[src/rtl/online_softmax_sched_pkg.sv]
`default_nettype none
// ============================================================================
// Module : online_softmax_sched_pkg
// Brief  : Shared types, constants and the log2(e) helper for the softmax scheduler.
// Rev    : 1.0
// ============================================================================
package online_softmax_sched_pkg;

    localparam int MAX_KEYS  = 512;
    localparam int KEY_W     = $clog2(MAX_KEYS + 1);
    localparam int SHIFT_MAX = 15;

    typedef logic signed [7:0] score_qt_t;
    typedef logic [3:0]        expmul_exponent_qt_t;

    localparam score_qt_t c_score_min = 8'sh80;

    typedef struct packed {
        expmul_exponent_qt_t shift_old;
        expmul_exponent_qt_t shift_new;
        logic                first;
        logic                last;
    } rescale_op_t;

    typedef enum logic [2:0] {
        S_IDLE  = 3'd0,
        S_RUN   = 3'd1,
        S_DRAIN = 3'd2,
        S_DIV   = 3'd3,
        S_DONE  = 3'd4
    } state_t;

    // a * log2(e) ~= a * (1 + 1/2 - 1/16); worst case 367 still fits 9 bits
    function automatic logic [8:0] log2e_approx(input logic [7:0] a);
        logic [8:0] w_a;
        w_a = {1'b0, a};
        return w_a + (w_a >> 1) - (w_a >> 4);
    endfunction

endpackage
`default_nettype wire

[src/rtl/online_softmax_sched_if.sv]
`default_nettype none
// ============================================================================
// Module : online_softmax_sched_if
// Brief  : Control, score stream, rescale-op and divider signals of the scheduler.
// Rev    : 1.0
// ============================================================================
interface online_softmax_sched_if;
    import online_softmax_sched_pkg::*;

    logic                start;
    logic [KEY_W-1:0]    num_keys;
    logic                busy;
    logic                score_valid;
    logic                score_ready;
    logic [7:0]          score;
    logic                op_valid;
    logic                op_ready;
    logic [3:0]          op_shift_old;
    logic [3:0]          op_shift_new;
    logic                op_first;
    logic                op_last;
    logic [7:0]          row_max;
    logic                div_start;
    logic                div_done;
    logic                row_done;

    modport master (
        output start, num_keys, score_valid, score, op_ready, div_done,
        input  busy, score_ready, op_valid, op_shift_old, op_shift_new,
               op_first, op_last, row_max, div_start, row_done
    );

    modport slave (
        input  start, num_keys, score_valid, score, op_ready, div_done,
        output busy, score_ready, op_valid, op_shift_old, op_shift_new,
               op_first, op_last, row_max, div_start, row_done
    );
endinterface
`default_nettype wire

[src/rtl/online_softmax_sched_expmul_shift_calc.sv]
`default_nettype none
// ============================================================================
// Module : expmul_shift_calc
// Brief  : Combinational base-2 rescale shifts and updated max for one score.
// Rev    : 1.0
// ============================================================================
module expmul_shift_calc
    import online_softmax_sched_pkg::*;
(
    input  score_qt_t           i_s,
    input  score_qt_t           i_m,
    input  logic                i_first,
    output expmul_exponent_qt_t o_shift_old,
    output expmul_exponent_qt_t o_shift_new,
    output score_qt_t           o_new_max
);

    logic signed [8:0]   w_diff;
    logic [7:0]          w_abs;
    logic [8:0]          w_t;
    logic [5:0]          w_l;
    expmul_exponent_qt_t w_lsat;

    assign w_diff = {i_s[7], i_s} - {i_m[7], i_m};
    assign w_abs  = 8'(w_diff[8] ? -w_diff : w_diff);
    assign w_t    = log2e_approx(w_abs);
    assign w_l    = 6'(w_t >> 3);
    assign w_lsat = (w_l > 6'(SHIFT_MAX)) ? 4'(SHIFT_MAX) : w_l[3:0];

    // The larger of the two exponents becomes the new reference; only the
    // smaller-side term is shifted down.
    always_comb begin
        o_shift_old = '0;
        o_shift_new = '0;
        o_new_max   = i_m;
        if (i_first) begin
            o_new_max = i_s;
        end else if (i_s > i_m) begin
            o_shift_old = w_lsat;
            o_new_max   = i_s;
        end else begin
            o_shift_new = w_lsat;
        end
    end

endmodule
`default_nettype wire

[src/rtl/online_softmax_sched.sv]
`default_nettype none
// ============================================================================
// Module : online_softmax_sched
// Brief  : Per-query-row online-softmax scheduler: running max, rescale ops, divider hand-off.
// Rev    : 1.0
// ============================================================================
module online_softmax_sched
    import online_softmax_sched_pkg::*;
(
    input  logic                  clock,
    input  logic                  reset,
    online_softmax_sched_if.slave bus
);

    state_t              r_state;
    state_t              w_state_nxt;
    logic [KEY_W-1:0]    r_num_keys;
    logic [KEY_W-1:0]    r_key_cnt;
    rescale_op_t         r_op;
    logic                r_op_valid;
    score_qt_t           r_row_max;
    logic                r_div_start;

    logic                w_score_ready;
    logic                w_busy;
    logic                w_row_done;
    logic                w_score_acc;
    logic                w_op_acc;
    logic                w_first_key;
    logic                w_last_key;
    expmul_exponent_qt_t w_shift_old;
    expmul_exponent_qt_t w_shift_new;
    score_qt_t           w_new_max;

    assign w_score_acc = bus.score_valid & w_score_ready;
    assign w_op_acc    = r_op_valid & bus.op_ready;
    assign w_first_key = (r_key_cnt == '0);
    assign w_last_key  = (r_key_cnt == r_num_keys - KEY_W'(1));

    expmul_shift_calc u_shift_calc (
        .i_s         (score_qt_t'(bus.score)),
        .i_m         (r_row_max),
        .i_first     (w_first_key),
        .o_shift_old (w_shift_old),
        .o_shift_new (w_shift_new),
        .o_new_max   (w_new_max)
    );

    always_ff @(posedge clock) begin
        if (reset) begin
            r_state <= S_IDLE;
        end else begin
            r_state <= w_state_nxt;
        end
    end

    always_comb begin
        w_state_nxt   = r_state;
        w_score_ready = 1'b0;
        w_busy        = 1'b1;
        w_row_done    = 1'b0;
        case (r_state)
            S_IDLE: begin
                w_busy = 1'b0;
                if (bus.start) begin
                    w_state_nxt = (bus.num_keys == '0) ? S_DONE : S_RUN;
                end
            end
            S_RUN: begin
                // A new score may enter only if the op slot is free or emptying now
                w_score_ready = ~r_op_valid | bus.op_ready;
                if (bus.score_valid & w_score_ready & w_last_key) begin
                    w_state_nxt = S_DRAIN;
                end
            end
            S_DRAIN: begin
                if (w_op_acc) begin
                    w_state_nxt = S_DIV;
                end
            end
            S_DIV: begin
                if (bus.div_done) begin
                    w_state_nxt = S_DONE;
                end
            end
            S_DONE: begin
                w_row_done  = 1'b1;
                w_state_nxt = S_IDLE;
            end
            default: begin
                w_state_nxt = S_IDLE;
            end
        endcase
    end

    always_ff @(posedge clock) begin
        if (reset) begin
            r_num_keys  <= '0;
            r_key_cnt   <= '0;
            r_op        <= '0;
            r_op_valid  <= 1'b0;
            r_row_max   <= c_score_min;
            r_div_start <= 1'b0;
        end else begin
            r_div_start <= (r_state == S_DRAIN) & w_op_acc;

            if ((r_state == S_IDLE) & bus.start) begin
                r_num_keys <= bus.num_keys;
                r_key_cnt  <= '0;
            end else if (w_score_acc) begin
                r_key_cnt <= r_key_cnt + KEY_W'(1);
            end

            if (w_score_acc) begin
                r_op_valid <= 1'b1;
                r_op       <= '{shift_old: w_shift_old,
                                shift_new: w_shift_new,
                                first:     w_first_key,
                                last:      w_last_key};
                r_row_max  <= w_new_max;
            end else if (w_op_acc) begin
                r_op_valid <= 1'b0;
            end
        end
    end

    assign bus.busy         = w_busy;
    assign bus.score_ready  = w_score_ready;
    assign bus.op_valid     = r_op_valid;
    assign bus.op_shift_old = r_op.shift_old;
    assign bus.op_shift_new = r_op.shift_new;
    assign bus.op_first     = r_op.first;
    assign bus.op_last      = r_op.last;
    assign bus.row_max      = r_row_max;
    assign bus.div_start    = r_div_start;
    assign bus.row_done     = w_row_done;

endmodule
`default_nettype wire

[src/flat_wrapper.sv]
// flat-port wrapper written by rule: the top's interface ports become plain ports
module online_softmax_sched_flat import online_softmax_sched_pkg::*;
  (clock, reset, bus_start, bus_num_keys, bus_score_valid, bus_score, bus_op_ready, bus_div_done, bus_busy, bus_score_ready, bus_op_valid, bus_op_shift_old, bus_op_shift_new, bus_op_first, bus_op_last, bus_row_max, bus_div_start, bus_row_done);
  online_softmax_sched_if bus_i ();
  input  logic clock;
  input  logic reset;
  input wire logic [$bits(bus_i.start)-1:0] bus_start;
  input wire logic [$bits(bus_i.num_keys)-1:0] bus_num_keys;
  input wire logic [$bits(bus_i.score_valid)-1:0] bus_score_valid;
  input wire logic [$bits(bus_i.score)-1:0] bus_score;
  input wire logic [$bits(bus_i.op_ready)-1:0] bus_op_ready;
  input wire logic [$bits(bus_i.div_done)-1:0] bus_div_done;
  output wire logic [$bits(bus_i.busy)-1:0] bus_busy;
  output wire logic [$bits(bus_i.score_ready)-1:0] bus_score_ready;
  output wire logic [$bits(bus_i.op_valid)-1:0] bus_op_valid;
  output wire logic [$bits(bus_i.op_shift_old)-1:0] bus_op_shift_old;
  output wire logic [$bits(bus_i.op_shift_new)-1:0] bus_op_shift_new;
  output wire logic [$bits(bus_i.op_first)-1:0] bus_op_first;
  output wire logic [$bits(bus_i.op_last)-1:0] bus_op_last;
  output wire logic [$bits(bus_i.row_max)-1:0] bus_row_max;
  output wire logic [$bits(bus_i.div_start)-1:0] bus_div_start;
  output wire logic [$bits(bus_i.row_done)-1:0] bus_row_done;
  assign bus_i.start = bus_start;
  assign bus_i.num_keys = bus_num_keys;
  assign bus_i.score_valid = bus_score_valid;
  assign bus_i.score = bus_score;
  assign bus_i.op_ready = bus_op_ready;
  assign bus_i.div_done = bus_div_done;
  assign bus_busy = bus_i.busy;
  assign bus_score_ready = bus_i.score_ready;
  assign bus_op_valid = bus_i.op_valid;
  assign bus_op_shift_old = bus_i.op_shift_old;
  assign bus_op_shift_new = bus_i.op_shift_new;
  assign bus_op_first = bus_i.op_first;
  assign bus_op_last = bus_i.op_last;
  assign bus_row_max = bus_i.row_max;
  assign bus_div_start = bus_i.div_start;
  assign bus_row_done = bus_i.row_done;
  online_softmax_sched u_core (.clock(clock), .reset(reset), .bus(bus_i));
endmodule
[config.mk]
export PLATFORM = sky130hd
export DESIGN_NAME = online_softmax_sched_flat
export DESIGN_NICKNAME = d
export VERILOG_FILES = /design/src/rtl/online_softmax_sched_pkg.sv /design/src/rtl/online_softmax_sched_if.sv /design/src/rtl/online_softmax_sched_expmul_shift_calc.sv /design/src/rtl/online_softmax_sched.sv /design/src/flat_wrapper.sv
export SDC_FILE = /design/constraint.sdc
export NUM_CORES = 1
export LEC_CHECK = 0
export ABC_AREA = 0
export CELL_PAD_IN_SITES_DETAIL_PLACEMENT = 0
export CELL_PAD_IN_SITES_GLOBAL_PLACEMENT = 1
export CORE_MARGIN = 2
export CORE_UTILIZATION = 45
export CTS_BUF_LIST = sky130_fd_sc_hd__clkbuf_4 sky130_fd_sc_hd__clkbuf_8
export DETAILED_ROUTE_END_ITERATION = 8
export DONT_BUFFER_PORTS = 1
export GPL_TIMING_DRIVEN = 0
export PLACE_DENSITY = 0.73
export SKIP_LAST_GASP = 1
export SLEW_MARGIN = 20
export SYNTH_ARGS = -nofsm -noshare
export SYNTH_HDL_FRONTEND = slang
export SYNTH_SLANG_ARGS = --single-unit
[constraint.sdc]
create_clock -name clock -period 7.4 [get_ports clock]
set_input_delay 1.48 -clock clock [delete_from_list [all_inputs] [get_ports clock]]
set_output_delay 1.48 -clock clock [all_outputs]
set_load 0.005 [all_outputs]
==> parameters.txt <==
Parameter                              Value

Pwr
  Total power ... 868 uW
  Leakage component of the power ... ~1.3 nW
  IR Drop Worst-Case VDD ... 0.274 mV
  Power per unit of standard cell area ... roughly 260 nW/um^2

Synth
  Total nets after synthesis ... 441
  Number of storage elements in the synthesis netlist ... 43
  Total number of yosys warnings ... 0
  Most area-hungry cell type in the Yosys netlist ... sky130_fd_sc_hd__dfxtp_1
  Share of the yosys chip area belonging to registers ... between 20% and 30%
  Proportion of register bits with asynchronous set or reset after synthesis ... 0%
  Share of the synthesized area in the top cell type ... 27.7%
  EDFF count, synth ... 0
  Number of cells produced by synthesis ... roughly 400
  Top post-synthesis cells by area ... sky130_fd_sc_hd__dfxtp_1 (28%), sky130_fd_sc_hd__ha_1 (9.3%), sky130_fd_sc_hd__xnor2_1 (5.9%)
  Post-synth design cell area ... 3110 um^2
  Number of different library cells in the post-synthesis netlist ... between 50 and 60
  Top_reg_cell synth ... sky130_fd_sc_hd__dfxtp_1
  Synthesized area per cell ... ~8.0 um^2

Finish
  Syn-to-layout area delta ... 6.84%
  Number of diodes ... 0
  Final core utilization ... between 40% and 50%
  Fraction of final layout cells sized beyond drive strength 1 ... between 7 and 8%
  Final #Nets ... 448
  Cell area after layout ... 3320 um^2
  Post-route insts no fill ... 479

Placed design
  Estimated wirelength of the detail-placed design ... around 5.4 mm
  Buffers on Ports ... 0
  Weighted congestion at the end of routability-driven global placement ... between 0.8 and 0.9
  Placement Cell Area ... about 3200 um^2
  Placed cell count ... between 400 and 500
  Minimum setup slack after placement ... between 0.8 and 0.9 ns

STA
  Slew at the pin closest to its max-slew limit ... 0.997 ns
  Minimum clock period after layout ... 6.27 ns
  Hold Vio Cnt, Final ... 0
  Setup slack of the critical path after layout ... 1.13 ns
  Post-route fraction of the period consumed by the critical path ... 84.7%
  Final slew viol count ... 0
  Clk_skew ... 0.0103 ns
  Total of endpoints with negative setup slack in the final report ... 0
  Hold Slack ... 0.498 ns
  Upper clock frequency limit ... 160 MHz
  Normalized max-slew margin ... 33.0%
  Final-layout setup total negative slack ... 0 ns
  RSZ-0062 raised after global routing ... no

Detailed routing
  Met1 wire length ... 2.95 mm
  Post-route antenna net violation count ... 0
  Drt via density ... 5.60
  Uppermost layer routed ... met4
  Total vias in the final route ... ~2700
  Routed WL ... 6.84 mm
  Number of remaining DRC errors ... 0
  First-pass iteration count of the detailed router ... 4
  Met3 routed wirelength ... between 200 and 250 um
  Met2 routed wirelength ... approximately 3.5 mm
  Drt first-iter violations ... 105
  Average routed wire per standard cell ... 14.3 um

Die
  Number of primary I/O pins ... 47
  Starting density of the core ... between 40% and 50%
  Die outline area ... 7590 um^2
  Floorplan die width ... 87.1 um
  CORE AREA ... roughly 6800 um^2
  Row cnt ... 30
  Height of the chip ... 87.1 um

Global routing
  Number of antenna violations at the first check in global routing ... 0
  Total congestion overflow ... 0
  Vias in the first global route ... 2503
  Largest net degree at the start of global routing ... 15
  First-pass GRT wire length ... 11.6 mm
  All-Layer GR Usage ... between 10% and 20%

Setup path
  Crit path DAT ... 6.43 ns
  CP max stage cell ... sky130_fd_sc_hd__nor3_2
  Crit end category ... flip-flop
  Worst setup path class ... in -> reg
  Max stage delay on crit path ... 0.43 ns
  Critical-path cell list ... inv_1 > ha_1 > inv_1 > fa_1 > a211o_1 > a31o_2 > a21oi_2 > xnor2_1 > or3_1 > a21boi_0 > or2_2 > xor2_1 > ha_1 > ha_1 > or3_1 > o221a_2 > o21ai_0 > nand2b_1 > a21oi_1 > xnor2_1 > nor3_2 > a311oi_1
  Cell repeated most along the worst path ... sky130_fd_sc_hd__ha_1
  Data required time of the worst path ... approximately 7.6 ns
  Maximum net fanout on the critical path ... 8
  Startpoint class of the critical path ... input pin

Outcome
  Outcome ... finished, final reports clean

Job
  Count of max-cap constraint violations ... 0

Clock tree
  TritonCTS buffer count ... 5
  Clock transition at path regs ... 0.09 ns
  Level count of the clock H-tree ... 2
  Gates resized, CTS repair ... 0
  Cell at the root of the clock tree ... sky130_fd_sc_hd__clkbuf_8
  CTS tree ... built
  Later-pin clock latency in the skew report ... 0.31 ns
  Number of sinks on the clock net ... 43
  Number of hold buffers added after CTS ... 0
  Number of buffers between clock root and the deepest sink ... 2
  Setup fix buffers added after clock tree synthesis ... 0

Worst hold path
  Kind of path behind the tightest hold check ... reg -> reg
-- critical path: cells and delay by family --
family	cells	cell delay [ns]
compound gates	8	1.72
xor+xnor	3	0.44
fa+ha+maj	4	1.06
buf+inv	2	0.08
simple gates	5	1.64
-- cell usage in the layout (no fill, tap or decap), drive strengths merged, types with 3 or more instances in the layout --
master	instances
a21oi	33
mux2i	8
dfxtp	43
nor3	10
clkbuf	22
xor2	17
xnor2	22
fa	3
o211ai	3
a311oi	3
nor4	6
nand3	13
a31oi	5
or3	7
and3	4
a21o	3
inv	30
nor3b	3
nor2	31
nand2	48
nand2b	7
ha	23
o21a	5
or2	6
a2111oi	3
o21ai	7
-- routing by layer --
metal / up-vias / global-route usage (%)
met2: 35 / 35.3
met4: 0 / 6.57
met3: 10 / 4.55
met1: 1266 / 22.7
met5: - / 0
li1: 1370 / -
-- registers in the layout (all words and copies together) (netlist names) --
name	flops
u_core.r_num_keys	10
u_core.bus.op_valid	1
u_core.bus.row_max	8
u_core.r_key_cnt	10
u_core.bus.op_shift_new	4
u_core.bus.op_shift_old	4
u_core.bus.op_last	1
u_core.r_state	3
u_core.bus.div_start	1
u_core.bus.op_first	1
-- where the power goes --
| group | internal (mW) | switching, mW |
|---|---|---|
| Combinational | 0.188 | 0.246 |
| Clock | 0.101 | 0.0881 |
| Sequential | 0.238 | 0.00693 |
-- synthesized netlist by cell type, types with 2 or more instances --
| master | number |
|---|---|
| sky130_fd_sc_hd__or3_1 | 7 |
| sky130_fd_sc_hd__nand3_1 | 13 |
| sky130_fd_sc_hd__and4_1 | 2 |
| sky130_fd_sc_hd__ha_1 | 23 |
| sky130_fd_sc_hd__a211oi_1 | 2 |
| sky130_fd_sc_hd__nor2b_1 | 2 |
| sky130_fd_sc_hd__o21a_1 | 5 |
| sky130_fd_sc_hd__xor2_1 | 17 |
| sky130_fd_sc_hd__fa_1 | 3 |
| sky130_fd_sc_hd__a31oi_1 | 5 |
| sky130_fd_sc_hd__nor4_1 | 6 |
| sky130_fd_sc_hd__a221oi_1 | 2 |
| sky130_fd_sc_hd__nand2_1 | 48 |
| sky130_fd_sc_hd__or2_2 | 5 |
| sky130_fd_sc_hd__a21oi_1 | 31 |
| sky130_fd_sc_hd__nand2b_1 | 7 |
| sky130_fd_sc_hd__nor2_1 | 31 |
| sky130_fd_sc_hd__a311oi_1 | 3 |
| sky130_fd_sc_hd__o211ai_1 | 3 |
| sky130_fd_sc_hd__dfxtp_1 | 43 |
| sky130_fd_sc_hd__clkbuf_1 | 14 |
| sky130_fd_sc_hd__nand4_1 | 2 |
| sky130_fd_sc_hd__a21oi_2 | 2 |
| sky130_fd_sc_hd__nor3_2 | 2 |
| sky130_fd_sc_hd__a211o_1 | 2 |
| sky130_fd_sc_hd__inv_1 | 30 |
| sky130_fd_sc_hd__clkbuf_2 | 3 |
| sky130_fd_sc_hd__mux2i_1 | 8 |
| sky130_fd_sc_hd__o21ai_0 | 6 |
| sky130_fd_sc_hd__nor3b_1 | 3 |
| sky130_fd_sc_hd__xnor2_1 | 21 |
| sky130_fd_sc_hd__a21o_1 | 3 |
| sky130_fd_sc_hd__a31o_2 | 2 |
| sky130_fd_sc_hd__and3_1 | 4 |
| sky130_fd_sc_hd__nor3_1 | 8 |
-- cells by family (layout without fill, tap and decap cells) --
| family | count (synthesis) | count (layout) | synth area share [%] |
|---|---|---|---|
| flops | 43 | 43 | 27.7 |
| simple gates | 147 | 147 | 23.5 |
| xor+xnor | 39 | 39 | 11.6 |
| compound gates | 80 | 80 | 17.3 |
| fa+ha+maj | 26 | 26 | 11.2 |
| buf+inv | 48 | 56 | 6.16 |
| mux | 8 | 8 | 2.58 |
-- area by class of cell --
| cell class | count | area (um^2) |
|---|---|---|
| flip-flops and latches | 43 | 861 |
| fillers | 730 | 3430 |
| multi-input cells | 300 | 2060 |
| clock buffers | 5 | 68.8 |
| clock inverters | 3 | 43.8 |
| well taps | 80 | 100 |
| plain buffers | 18 | 78.8 |
| inverters | 30 | 113 |
-- worst paths after layout --
check,cells after the start,endpoint,slack (ns),startpoint
hold reg to reg,2,u_core.r_num_keys[7],0.50,u_core.r_num_keys[7]
setup reg to reg,21,u_core.bus.op_shift_old[0],1.94,u_core.bus.row_max[0]
hold / removal,2,u_core.r_num_keys[7],0.50,u_core.r_num_keys[7]
setup / recovery,22,u_core.bus.op_shift_old[0],1.13,bus_score[0]
No activity file was read; power rests on OpenSTA's default activity.
